### src/rtl/multi_digit_lock.sv
// Parametrised keypad combination lock with failed-attempt lockout and
// in-place reprogramming of the combination while open.
module multi_digit_lock #(
  parameter int DIGIT_WIDTH    = 4,
  parameter int NUM_DIGITS     = 4,
  parameter int MAX_FAILS      = 3,
  parameter int LOCKOUT_CYCLES = 16,
  parameter logic [NUM_DIGITS*DIGIT_WIDTH-1:0] DEFAULT_CODE = 16'h3232,
  localparam int IDX_W = (NUM_DIGITS > 2) ? $clog2(NUM_DIGITS) : 1,
  localparam int FC_W  = $clog2(MAX_FAILS + 1),
  localparam int TMR_W = (LOCKOUT_CYCLES > 1) ? $clog2(LOCKOUT_CYCLES) : 1
) (
  input  logic                   clk,
  input  logic                   rst_n,
  input  logic                   enter,
  input  logic [DIGIT_WIDTH-1:0] digit,
  input  logic                   program_en,
  output logic [2:0]             state,
  output logic                   open,
  output logic                   fail,
  output logic                   lockout,
  output logic [IDX_W-1:0]       digit_index,
  output logic [FC_W-1:0]        fail_count
);

  localparam logic [2:0] ST_ENTRY   = 3'd0;
  localparam logic [2:0] ST_OPEN    = 3'd1;
  localparam logic [2:0] ST_FAIL    = 3'd2;
  localparam logic [2:0] ST_LOCKOUT = 3'd3;
  localparam logic [2:0] ST_PROG    = 3'd4;

  localparam logic [IDX_W-1:0] LAST_IDX = IDX_W'(NUM_DIGITS - 1);

  logic [2:0]             state_q;
  logic [IDX_W-1:0]       idx_q;
  logic                   mismatch_q;
  logic [FC_W-1:0]        fc_q;
  logic [TMR_W-1:0]       timer_q;
  logic [DIGIT_WIDTH-1:0] code_q [NUM_DIGITS];
  logic                   digit_miss;

  assign digit_miss = (digit != code_q[idx_q]);

  always_ff @(posedge clk or negedge rst_n) begin
    if (!rst_n) begin
      state_q    <= ST_ENTRY;
      idx_q      <= '0;
      mismatch_q <= 1'b0;
      fc_q       <= '0;
      timer_q    <= '0;
      for (int i = 0; i < NUM_DIGITS; i++) begin
        code_q[i] <= DEFAULT_CODE[i*DIGIT_WIDTH +: DIGIT_WIDTH];
      end
    end else begin
      case (state_q)
        ST_ENTRY: begin
          // Every digit is accepted; the verdict comes only after the last one.
          if (enter) begin
            if (idx_q == LAST_IDX) begin
              idx_q      <= '0;
              mismatch_q <= 1'b0;
              if (!(mismatch_q || digit_miss)) begin
                state_q <= ST_OPEN;
                fc_q    <= '0;
              end else if (int'(fc_q) + 1 < MAX_FAILS) begin
                fc_q    <= fc_q + FC_W'(1);
                state_q <= ST_FAIL;
              end else begin
                fc_q    <= FC_W'(MAX_FAILS);
                timer_q <= TMR_W'(LOCKOUT_CYCLES - 1);
                state_q <= ST_LOCKOUT;
              end
            end else begin
              idx_q      <= idx_q + IDX_W'(1);
              mismatch_q <= mismatch_q | digit_miss;
            end
          end
        end
        ST_FAIL: begin
          if (enter) state_q <= ST_ENTRY;
        end
        ST_OPEN: begin
          if (enter) begin
            state_q <= program_en ? ST_PROG : ST_ENTRY;
            idx_q   <= '0;
          end
        end
        ST_PROG: begin
          if (enter) begin
            code_q[idx_q] <= digit;
            if (idx_q == LAST_IDX) begin
              idx_q   <= '0;
              state_q <= ST_ENTRY;
            end else begin
              idx_q <= idx_q + IDX_W'(1);
            end
          end
        end
        ST_LOCKOUT: begin
          // Timer was loaded with LOCKOUT_CYCLES-1, so the exit edge is the last lockout cycle.
          if (timer_q == '0) begin
            state_q <= ST_ENTRY;
            fc_q    <= '0;
          end else begin
            timer_q <= timer_q - TMR_W'(1);
          end
        end
        default: begin
          state_q    <= ST_ENTRY;
          idx_q      <= '0;
          mismatch_q <= 1'b0;
        end
      endcase
    end
  end

  assign state       = state_q;
  assign open        = (state_q == ST_OPEN);
  assign fail        = (state_q == ST_FAIL);
  assign lockout     = (state_q == ST_LOCKOUT);
  assign digit_index = idx_q;
  assign fail_count  = fc_q;

endmodule

### config.mk
export PLATFORM = sky130hd
export DESIGN_NAME = multi_digit_lock
export DESIGN_NICKNAME = d
export VERILOG_FILES = /design/src/rtl/multi_digit_lock.sv
export SDC_FILE = /design/constraint.sdc
export NUM_CORES = 1
export LEC_CHECK = 0
export CORE_MARGIN = 4
export CORE_UTILIZATION = 50
export DETAILED_ROUTE_END_ITERATION = 10
export GPL_ROUTABILITY_DRIVEN = 0
export PLACE_DENSITY = 0.72
export SYNTH_ARGS = -nofsm -noshare
export SYNTH_HDL_FRONTEND = slang
export SYNTH_SLANG_ARGS = --single-unit
### constraint.sdc
create_clock -name clk -period 2.5 [get_ports clk]
set_input_delay 0.75 -clock clk [delete_from_list [all_inputs] [get_ports clk]]
set_output_delay 0.75 -clock clk [all_outputs]
set_load 0.05 [all_outputs]
; ---- After elaboration in Yosys (flattened, before gate mapping)
; Index checks and enable logic that the tools add are counted.
[totals]
register_bits = 28
latch_bits = 0
ram_bits = 0
rom_bits = 0
input_bits = 8
output_inout_bits = 10
word_cells = 87
memories = 0
[classes]
add_sub_neg = 4
mul = 0
div = 0
magnitude_cmp = 3
n_eq_ne = 17
n_shift = 0
mux = 36
bitwise_logic = 4
n_reduce_logical = 14
[ops]
columns = op, n
row1 = $mux W4, 8
row2 = $mux W3, 8
row3 = $mux W2, 9
row4 = $ne A2 B2 Y1 const B, 9
row5 = $bwmux W16, 1
row6 = $pmux W3 S5, 1
row7 = $bmux W4 S2, 1
row8 = $demux W4 S2, 1
row9 = $pmux W4 S2, 1
row10 = $reduce_and A7 Y1, 1
row11 = $eq A3 B2 Y1 const B, 2
row12 = $pmux W2 S3, 1
row13 = $reduce_and A6 Y1, 1
row14 = $add A2 B1 Y2 const B, 2
row15 = $logic_not A4 Y1, 1
row16 = $ne A2 B1 Y1 const B, 2
row17 = $ne A4 B4 Y1, 1
row18 = $pmux W2 S2, 1
row19 = $reduce_and A2 Y1, 2
row20 = $reduce_and A4 Y1, 1
row21 = $reduce_or A2 Y1, 2
row22 = $reduce_or A4 Y1, 1
row23 = $sub A4 B1 Y4 const B, 1
row24 = $add A2 B1 Y3 const B, 1
row25 = other kinds (16), 19

; ---- Logic depth before layout (Yosys ltp)
; Gate-level depths: netlist of run 1.
[depth]
word_depth = 10
ltp_mapped = 7
ltp_nobuf = 7

; ---- Least setup slack after synthesis of run 1
; OpenSTA, ideal clock, no wires.
[synth_timing]
kind = reg2out
startpoint = register state_q[1] (netlist: state[1])
endpoint = output port fail
arrival_time_ns = 1.954
required_time_ns = 1.750
path_slack_ns = -0.204
stages_incl_launch_ff = 3
path_buffers = 0
cell_sequence = dfrtp_1 > inv_1 > nor3_1
[synth_via]
elab_chain_cells = 1
[synth_lines]
columns = item, line_no
row1 = from (decl), 34  ; logic [2:0] state_q;
row2 = from (signal assigned), 84  ; state_q <= program_en ? ST_PROG : ST_ENTRY;
row3 = $eq A3 B2 Y1, 119  ; assign fail = (state_q == ST_FAIL);
row4 = to (decl), 20  ; output logic fail,
; Every way passes these cells.

; ---- Worst setup path after layout of run 1
[layout_timing]
startpoint = register state_q[1] (netlist: state[1])
endpoint = output port state[1]
[layout_lines]
columns = item, line_no
row1 = to (decl), 18  ; output logic [2:0] state,
; No word-level cell between the ends.

==> results of run 1 <==
## cells in the final DEF, fill, tap and decap left out, types with 5 or more instances in the layout
cell and count:
o21ai_0 5, clkdlybuf4s50_1 11, inv_1 6, buf_4 9, dfstp_2 6, mux2i_1 5, ha_1 5, dfrtp_1 22
nand2_1 12, mux2_2 16
## worst max-delay path by stage
stage | startpoint | end | slack [ns]
after floorplan | digit_index[0] | timer_q[0] | 0.06
after global placement | digit[0] | timer_q[0] | -0.07
after detailed placement | digit[0] | timer_q[0] | -0.18
after CTS | state[0] | state[0] | 0.02
after global routing | state[1] | state[1] | 0.01
final | state[1] | state[1] | 0.10
## per-stage QoR
stage | instance area (µm²) | utilization, % | power, W | setup slack [ns]
floorplan | 1550 | - | 0.00169 | 0.0561
global route | 1810 | 63.4 | 0.00233 | 0.0106
CTS | 1810 | 63.3 | 0.00219 | 0.0163
detailed placement | 1770 | 62.0 | 0.00197 | -0.180
finish | 1810 | 63.4 | 0.00217 | 0.103
global placement | 1770 | 62.0 | 0.00193 | -0.0750
## registers in the layout, indices dropped and copies added, names as in the netlist
| name | count |
|---|---|
| mismatch_q | 1 |
| state | 3 |
| code_q | 16 |
| digit_index | 2 |
| fail_count | 2 |
| timer_q | 4 |
## cell type report
type | instances | area (µm²) | share of cell area, %
clock buffer | 4 | 36.3 | 2.01
timing repair buffer | 22 | 210 | 11.6
multi-input combinational | 92 | 792 | 43.8
sequential | 28 | 708 | 39.2
tap | 31 | 38.8 | 2.15
inverter | 6 | 22.5 | 1.25
## where the power goes
part	internal [W]	switching (W)	total (W)
Combinational	0.000510	0.000572	0.00108
Clock	0.0000891	0.000135	0.000224
Sequential	0.000680	0.000185	0.000865
Total	0.00128	0.000893	0.00217
## metal layers
metal	GRT usage, %	wire, µm	up-vias
li1	-	-	519
met1	21.5	1360	544
met2	25.3	1350	19
met3	3.20	109	4
met4	6.20	29	0
met5	0	0	-
## Yosys cell counts (3+ instances only)
cell type | number | area, µm²
dfrtp_1 | 22 | 551
mux2_2 | 16 | 180
nand2_1 | 12 | 45.0
dfstp_2 | 6 | 158
inv_1 | 6 | 22.5
ha_1 | 5 | 62.6
mux2i_1 | 5 | 50.1
o21ai_0 | 5 | 25.0
clkbuf_1 | 4 | 15.0
a22o_1 | 3 | 26.3
mux4_2 | 3 | 67.6
nand2b_1 | 3 | 18.8
nand3_1 | 3 | 15.0
nor2_1 | 3 | 11.3
nor3_1 | 3 | 15.0
o21a_1 | 3 | 22.5
o31ai_1 | 3 | 22.5
xor2_1 | 3 | 26.3
## repair_timing
item	in CTS	in global routing
setup endpoints to repair	0	1
hold endpoints to repair	0	0
resized for setup	0	1
## cell families after synthesis
kind of cell | count (synthesis) | synth area share, %
xor gates and xnor gates | 4 | 2.27
DFF | 28 | 45.9
and+or+nand+nor | 34 | 11.7
muxes | 25 | 20.3
AOI/OAI and AO/OA | 23 | 12.1
buffers and inverters | 11 | 3.16
adders and majority gates | 6 | 4.70
==> results by group, run 1 <==
Clock tree
  – CTS tree: yes
  – TritonCTS Sinks: 28
  – Htree depth: 1
  – Hold-fix buffers, CTS: 0
  – CTS Root Cell: clkbuf_4
  – Max Root-Sink Buffers: 2
  – Clk Latency, worst-skew pair: 0.33 ns
  – Post-CTS setup buffer count: 0
  – Clock transition at path regs: about 0.15 ns
  – CTS buffer count: 3

Cells and area
  – Fillers: between 200 and 250
  – Synthesis-to-finish area growth: 17.1%
  – Ant diodes: 0
  – Nets@finish: 166
  – Layout cells sized above 1: 28.9%
  – Post-route insts no fill: 183

Synth
  – Distinct cell type count after synthesis: 36
  – Cells after Synth: 131
  – Mapped cell area: 0.00154 mm²
  – Asr flop ratio synth: 100%
  – Yosys warns: 0
  – Sequential share of the synthesized area: 45.9%
  – Syn_nets: ~140
  – EDFF count, synth: 0
  – Post-synthesis average cell area: 11.8 µm²
  – Ys flop type: dfrtp_1
  – Synth Register Bits: 28

Worst hold path
  – Hold Crit Endpoint: code_q[11]
  – Worst Hold Depth: 1
  – Min-delay src: code_q[11]
  – Hold crit path type: reg -> reg

Critical path
  – Family with the most delay on the worst path: buffers and inverters
  – Reg-to-reg critical path endpoint: timer_q[0]
  – Crit Path Category: reg -> out
  – Crit Reg-Reg Startpoint: digit_index[0]
  – Critical Path RT: roughly 1.8 ns
  – Crit start category: flop
  – R2R setup slack: 0.19 ns
  – Ordered cell list for the critical path: clkdlybuf4s50_1
  – Reg2reg path depth: 5
  – Data arrival, critical path: 1.65 ns
  – Setup crit end kind: output pin
  – Crit path buf inv count: 1
  – Critical Path Stages: 1
  – CP max stage delay: 0.84 ns
  – Worst Path Max Fanout: 7
  – CP max stage cell: clkdlybuf4s50_1

Job
  – Max Cap Viol: 0

Timing
  – Final worst path period share: 95.9%
  – Slew at the pin closest to its max-slew limit: 0.501 ns
  – Worst Skew: 0.00398 ns
  – RSZ-0062 raised after global routing: false
  – Fmax: 417 MHz
  – Slew Limit Fails: 0
  – Final Hold Violating Endpoints: 0
  – Fin crit period: 2.40 ns
  – Slew margin rel.: 66.5%
  – # setup viols final: 0
  – Hold Slack: ~0.52 ns
  – Setup_tns: 0 ns

Placed design
  – Placed insts: 179
  – DP HPWL: 2.09 mm
  – IO Port Bufs: 17

Detailed routing
  – 1st-pass router iterations: 4
  – Avg Vias per Cell: between 5 and 6
  – Routed Wire Length: 2.85 mm
  – DR vias: 1086
  – Post-DRT Antenna Nets: 0
  – WL per Instance: 15.6 µm
  – Number of remaining DRC errors: 0
  – DRT iter0 DRCs: 60

GRT
  – Largest net degree at the start of global routing: 29
  – Vias in the first global route: 1145
  – Total Routing Usage GR: 16.0%
  – First-pass GRT wire length: between 5 and 6 mm
  – Total grt overflow: 0
  – Initial antenna violation count: 0

Die
  – CORE AREA: 0.00285 mm²
  – Die Y-Extent: 63.6 µm
  – Die area: between 0.004 and 0.005 mm²
  – I/O Pins: 18
  – Row cnt: 19
  – Die X: 63.6 µm
  – Starting Density: 54.1%

Power and ir drop
  – P per Cell Area: 1200 mW/mm²
  – Leak Pwr: 0.840 nW
  – Max VDD drop: ~0.57 mV

Status
  – Status: complete, no violations
No activity file was read; power rests on OpenSTA's default activity.
==> inputs of run 2 (changes only) <==
ABC_AREA = 1   (was unset)
CORE_ASPECT_RATIO = 1.1   (was unset)
==> run 2 against run 1 <==
Compared with the run above:
- combinational power rose by 9%
- sequential share of layout area fell by 1.0 points
- first-iteration DRC count rose by 15%
- area after synthesis rose by 6.4%
- sequential power fell by 2.4%
- design area rose by 2.6%
- largest power group unchanged
==> results by group, run 2 <==
GRT
  – First-pass GRT wire length: 6.15 mm (+19%)
  – Total Routing Usage GR: 18.3% (+2.3 points)
  – Vias in the first global route: 1435 (+25%)
  – Initial antenna violation count: 0 (unchanged)
  – Largest net degree at the start of global routing: 29 (unchanged)
  – Total grt overflow: 0 (unchanged)

Worst hold path
  – Hold Crit Endpoint: code_q[11]
  – Min-delay src: code_q[11]
  – Worst Hold Depth: 1 (unchanged)
  – Hold crit path type: reg -> reg

Cells and area
  – Fillers: 298 (+34%)
  – Largest register FFs: 16 (unchanged)
  – Synthesis-to-finish area growth: 12.9%
  – Most frequent cells in the layout: nand2_1, dfrtp_1, nand3_1
  – FF+latch area: 708 µm² (unchanged)
  – Post-route cell area: 0.00186 mm² (+2.6%)
  – Multi-input logic area: 816 µm² (+3.0%)
  – Ant diodes: 0 (unchanged)
  – Nets@finish: 224 (+35%)
  – Layout cells sized above 1: 20.6% (-8.4 points)
  – Largest reg by FF count: code_q
  – Commonest non-fill, non-tap cell in the layout: nand2_1

Clock tree
  – CTS tree: yes
  – Htree depth: 1 (unchanged)
  – Clock transition at path regs: 0.14 ns (about the same)
  – CTS buffer count: 3 (unchanged)
  – Post-CTS setup buffer count: 0 (unchanged)
  – CTS Root Cell: clkbuf_4
  – Clk Latency, worst-skew pair: 0.32 ns (about the same)
  – Max Root-Sink Buffers: 2 (unchanged)
  – Hold-fix buffers, CTS: 0 (unchanged)
  – TritonCTS Sinks: 28 (unchanged)

Placed design
  – DP HPWL: 2.62 mm (+26%)
  – Placed Area: 0.00183 mm² (+3.7%)
  – IO Port Bufs: 17 (unchanged)

Timing
  – Setup_tns: 0 ns (unchanged)
  – Worst Skew: 0.00802 ns (+0.00404 ns)
  – RSZ-0062 raised after global routing: false
  – # setup viols final: 0 (unchanged)
  – Slew margin rel.: 66.8% (+0.28 points)
  – Final worst path period share: 94.7% (-1.2 points)
  – Slew Limit Fails: 0 (unchanged)
  – Fin crit period: 2.37 ns (-0.0298 ns)
  – Fmax: 422 MHz (+1.3%)
  – Slew at the pin closest to its max-slew limit: 0.497 ns (-0.00418 ns)
  – Final Hold Violating Endpoints: 0 (unchanged)

Detailed routing
  – DRT iter0 DRCs: 69 (+15%)
  – WL per Instance: 14.0 µm (-10%)
  – DR vias: 1286 (+18%)
  – 1st-pass router iterations: 4 (unchanged)
  – Post-DRT Antenna Nets: 0 (unchanged)
  – Number of remaining DRC errors: 0 (unchanged)
  – Avg Vias per Cell: 5.29 (-11%)
  – Routed Wire Length: 3.40 mm (+19%)

Synth
  – Mapped cell area: 0.00164 mm² (+6.4%)
  – Ys flop type: dfrtp_1
  – Syn_nets: 202 (+40%)
  – Yosys top cell by area: dfrtp_1
  – Most frequent cell after synthesis: nand2_1
  – Synth Register Bits: 28 (unchanged)
  – Post-synthesis average cell area: 8.69 µm² (-26%)
  – Distinct cell type count after synthesis: 31 (-14%)
  – Asr flop ratio synth: 100% (unchanged)
  – Top cells by count, synth: nand2_1, dfrtp_1, nand3_1
  – Sequential share of the synthesized area: 43.1% (-2.8 points)
  – EDFF count, synth: 0 (unchanged)
  – Area share of the largest cell type after synthesis: 33.5% (-2.1 points)
  – Cells after Synth: 189 (+44%)
  – Yosys warns: 0 (unchanged)
  – Ranking of synthesized cells by area: dfrtp_1, nand2_1, dfstp_2, mux2_1, nand3_1

Power and ir drop
  – P per Cell Area: 1180 mW/mm² (-1.3%)
  – Max VDD drop: 0.567 mV (+0.16%)
  – Leak Pwr: 0.884 nW (+5.3%)
  – Pwr Total: 0.00220 W (+1.3%)

Die
  – CORE AREA: 0.00310 mm² (+8.7%)
  – Starting Density: 53.0% (-1.1 points)
  – Die Y-Extent: 68.1 µm (+7.2%)
  – I/O Pins: 18 (unchanged)
  – Row cnt: 21 (+2)
  – Die area: 0.00427 mm² (+5.6%)
  – Die X: 62.7 µm (-1.4%)

Critical path
  – Data arrival, critical path: 1.62 ns (-0.03 ns)
  – Crit Path Category: reg -> out
  – Worst Path Max Fanout: 5 (-2)
  – Ordered cell list for the critical path: clkdlybuf4s50_1
  – CP max stage delay: 0.84 ns (about the same)
  – Crit path buf inv count: 1 (unchanged)
  – Crit start category: flop
  – Critical Path RT: 1.75 ns (about the same)
  – Reg-to-reg critical path endpoint: timer_q[2]
  – R2R setup slack: 0.67 ns (+0.48 ns)
  – Reg2reg path depth: 11 (+6)
  – CP max stage cell: clkdlybuf4s50_1
  – Crit Reg-Reg Startpoint: digit_index[0]
  – Family with the most delay on the worst path: buffers and inverters
  – Setup crit end kind: output pin

Job
  – Max Cap Viol: 0 (unchanged)

Status
  – Status: complete, no violations
==> run 2: metrics by stage <==
step	instances	hold slack [ns]	setup WS [ns]	util, %
final	243	0.511	0.133	59.8
after global routing	243	0.543	0.0633	59.8
after CTS	243	0.513	0.114	59.8
after detailed placement	240	0.480	0.312	59.2
after global placement	240	0.469	0.352	59.2
after floorplan	189	0.454	0.542	-
==> run 2: layout make-up <==
class	instances	area share, %
Timing Repair Buffer	19	9.37
Sequential cell	28	38.2
Inverter	24	4.99
Tap cell	34	2.29
Clock buffer	3	1.21
Multi-Input combinational cell	135	44.0
==> run 2: how the worst max path moves through the flow <==
stage,startpoint,end,slack (ns),cells after the start
2_1_floorplan,state[1],lockout,0.54,2
3_3_place_gp,enter,code_q[10],0.35,4
3_5_place_dp,enter,code_q[10],0.31,4
4_1_cts,state[1],state[1],0.11,1
5_1_grt,state[1],state[1],0.06,1
6_report,state[1],state[1],0.13,1
==> run 2: kinds of logic after synthesis <==
| kind of cell | share of synthesized area (%) |
|---|---|
| AND/OR/NAND/NOR | 29.9 |
| multiplexers | 8.23 |
| AO/OA/AOI/OAI | 7.77 |
| adder cells (fa/ha/maj) | 3.81 |
| buffers and inverters | 7.24 |
| flip-flops | 43.1 |
==> run 2: per-layer routing <==
metal,up-vias,share of wire (%),wire (µm),GRT usage [%]
met5,-,0,0,0
met1,615,43,1470,20.1
met3,4,2.9,100,3.12
met4,0,1.4,48,8.54
met2,22,52,1780,34.9
li1,645,-,-,-
==> run 2: power breakdown <==
group	total, W	internal, W	switching, W
registers	0.000844	0.000661	0.000183
logic	0.00118	0.000416	0.000760
clock network	0.000179	0.0000564	0.000122
total	0.00220	0.00113	0.00107
==> run 2: repair_timing <==
item                                    in CTS  in global routing
resized for setup                            1                  0
endpoints found under the setup margin       1                  0
hold endpoints to repair                     0                  0
==> inputs of run 3 (changes only) <==
CORE_ASPECT_RATIO = 1.4   (was 1.1)
SLEW_MARGIN = 20   (was unset)
==> run 3 against run 2 <==
Compared with the run above:
- critical path depth stayed put
- clock skew is 0.0045 ns lower
- largest cell class unchanged
- via count is 1.6% higher
- clock power is 38% higher
- sequential share of layout area is 0.43 points lower
- global-route usage is 0.50 points lower
- total power is 3.7% higher
==> results by group, run 3 (synthesized netlist as in run 2, its figures left out) <==
Critical path
  – Data arrival, critical path: 1.56 ns (-0.06 ns)
  – Critical Path Stages: 1 (unchanged)
  – Crit path buf inv count: 1 (unchanged)
  – CP max stage cell: clkdlybuf4s50_1
  – R2R setup slack: 0.66 ns (about the same)
  – Critical Path RT: 1.75 ns (about the same)
  – Reg2reg path depth: 11 (unchanged)
  – Crit start category: flop
  – Family with the most delay on the worst path: buffers and inverters
  – Crit Path Category: reg -> out
  – Setup crit end kind: output pin
  – Crit. Startpoint: state[1]
  – CP max stage delay: 0.84 ns (about the same)
  – Ordered cell list for the critical path: clkdlybuf4s50_1
  – Worst Path Max Fanout: 5 (unchanged)
  – Reg-to-reg critical path endpoint: fail_count[0]
  – Worst Setup EP: state[1]
  – Crit Reg-Reg Startpoint: timer_q[0]

Detailed routing
  – DRT iter0 DRCs: 20 (-71%)
  – Post-DRT Antenna Nets: 0 (unchanged)
  – WL per Instance: 14.2 µm (+1.5%)
  – Met3 WL post-DR: 77 µm (-23%)
  – Wl on met1: 1.44 mm (-2.4%)
  – DR vias: 1306 (+1.6%)
  – Routed length on met2: 1.92 mm (+7.5%)
  – 1st-pass router iterations: 4 (unchanged)
  – Top Metal Used: met4
  – Number of remaining DRC errors: 0 (unchanged)
  – Routed Wire Length: 3.51 mm (+3.2%)
  – Avg Vias per Cell: 5.29 (about the same)

Placed design
  – Placed insts: 244 (+1.7%)
  – Placed Area: 0.00183 mm² (about the same)
  – IO Port Bufs: 17 (unchanged)
  – DP HPWL: 2.69 mm (+2.6%)

Cells and area
  – Layout cells sized above 1: 20.2% (-0.38 points)
  – Ant diodes: 0 (unchanged)
  – Post-route cell area: 0.00188 mm² (+1.1%)
  – Commonest non-fill, non-tap cell in the layout: nand2_1
  – Largest reg by FF count: code_q
  – Nets@finish: 223 (-0.45%)
  – Synthesis-to-finish area growth: 14.2%
  – Post-route insts no fill: 247 (+1.6%)
  – Largest register FFs: 16 (unchanged)
  – Most frequent cells in the layout: nand2_1, dfrtp_1, nand3_1

Die
  – Die Y-Extent: 75.8 µm (+11%)
  – I/O Pins: 18 (unchanged)
  – CORE AREA: 0.00315 mm² (+1.7%)
  – Die area: 0.00428 mm² (+0.27%)
  – Die X: 56.4 µm (-9.9%)
  – Starting Density: 52.1% (-0.88 points)
  – Row cnt: 24 (+14%)

Clock tree
  – CTS Root Cell: clkbuf_8
  – Clock transition at path regs: 0.09 ns (-0.05 ns)
  – Clk Latency, worst-skew pair: 0.27 ns (-0.05 ns)
  – Post-CTS setup buffer count: 0 (unchanged)
  – Htree depth: 1 (unchanged)
  – TritonCTS Sinks: 28 (unchanged)
  – CTS buffer count: 3 (unchanged)
  – Max Root-Sink Buffers: 2 (unchanged)
  – CTS tree: yes

GRT
  – Vias in the first global route: 1230 (-14%)
  – Initial antenna violation count: 0 (unchanged)
  – Total Routing Usage GR: 17.8% (-0.50 points)
  – Largest net degree at the start of global routing: 29 (unchanged)
  – First-pass GRT wire length: 5.76 mm (-6.3%)
  – Total grt overflow: 0 (unchanged)

Power and ir drop
  – Max VDD drop: 0.679 mV (+20%)
  – P per Cell Area: 1210 mW/mm² (+2.5%)
  – Leak Pwr: 0.896 nW (+1.4%)

Status
  – Status: complete, no violations

Timing
  – Fmax: 433 MHz (+2.5%)
  – Worst Skew: 0.00355 ns (-0.00447 ns)
  – RSZ-0062 raised after global routing: false
  – Final worst path period share: 92.4% (-2.3 points)
  – Final Hold Violating Endpoints: 0 (unchanged)
  – # setup viols final: 0 (unchanged)
  – Setup_tns: 0 ns (unchanged)
  – Slew Limit Fails: 0 (unchanged)
  – Hold Slack: 0.493 ns (-0.0181 ns)
  – Slew at the pin closest to its max-slew limit: 0.499 ns (+0.00162 ns)
  – Fin crit period: 2.31 ns (-0.0577 ns)
  – Slew margin rel.: 66.7% (-0.11 points)

Job
  – Max Cap Viol: 0 (unchanged)

Worst hold path
  – Hold crit path type: reg -> reg
run 3: cell count changes in the layout (fill, tap and decap cells not counted):
cell            delta
dlygate4sd2_1      -1
clkbuf_4           -3
buf_4              -1
clkbuf_8           +3
dlymetal6s2s_1     +1
run 3: timing repair:
action,in CTS,in global routing
gates resized for setup,0,1
endpoints found under the hold margin,0,0
hold buffers,0,0
endpoints found under the setup margin,0,1
run 3: worst reg2reg max path, delay by kind of cell (launching register included):
| family | cells | cell delay (ns) |
|---|---|---|
| DFF | 1 | 0.41 |
| AOI/OAI and AO/OA | 3 | 0.52 |
| adders and majority gates | 1 | 0.15 |
| buffers and inverters | 3 | 0.19 |
| and+or+nand+nor | 4 | 0.49 |
run 3: how the worst min path moves through the flow:
stage / startpoint / endpoint / slack [ns] / depth (start not counted)
5_1_grt: code_q[11] / code_q[11] / 0.53 / 1
3_5_place_dp: code_q[14] / code_q[14] / 0.48 / 1
2_1_floorplan: rst_n / code_q[10] / 0.45 / 0
4_1_cts: code_q[14] / code_q[14] / 0.50 / 1
6_report: code_q[14] / code_q[14] / 0.49 / 1
3_3_place_gp: code_q[14] / code_q[14] / 0.47 / 1
run 3: per-stage QoR:
step / setup WS [ns] / power [W] / utilization, %
floorplan: 0.542 / 0.00175 / -
global placement: 0.313 / 0.00201 / 58.1
detailed placement: 0.294 / 0.00205 / 58.1
CTS: 0.0117 / 0.00230 / 59.4
global route: 0.156 / 0.00247 / 59.5
finish: 0.190 / 0.00228 / 59.5
run 3: area by class of cell:
type                       instances  area (µm²)
timing repair buffer              18         170
multi-input combinational        135         816
sequential                        28         708
fill                             305        1280
clock buffer                       3        41.3
inverter                          24        92.6
tap                               39        48.8
run 3: where the power goes:
part	internal [W]	switching [W]	total, W
Clock	0.000108	0.000138	0.000247
Sequential	0.000662	0.000188	0.000850
Combinational	0.000420	0.000764	0.00118
run 3: routing by layer:
layer	up-vias	global-route usage, %
li1	649	-
met1	636	19.2
met2	15	33.5
met3	6	2.54
met4	0	9.50
met5	-	0
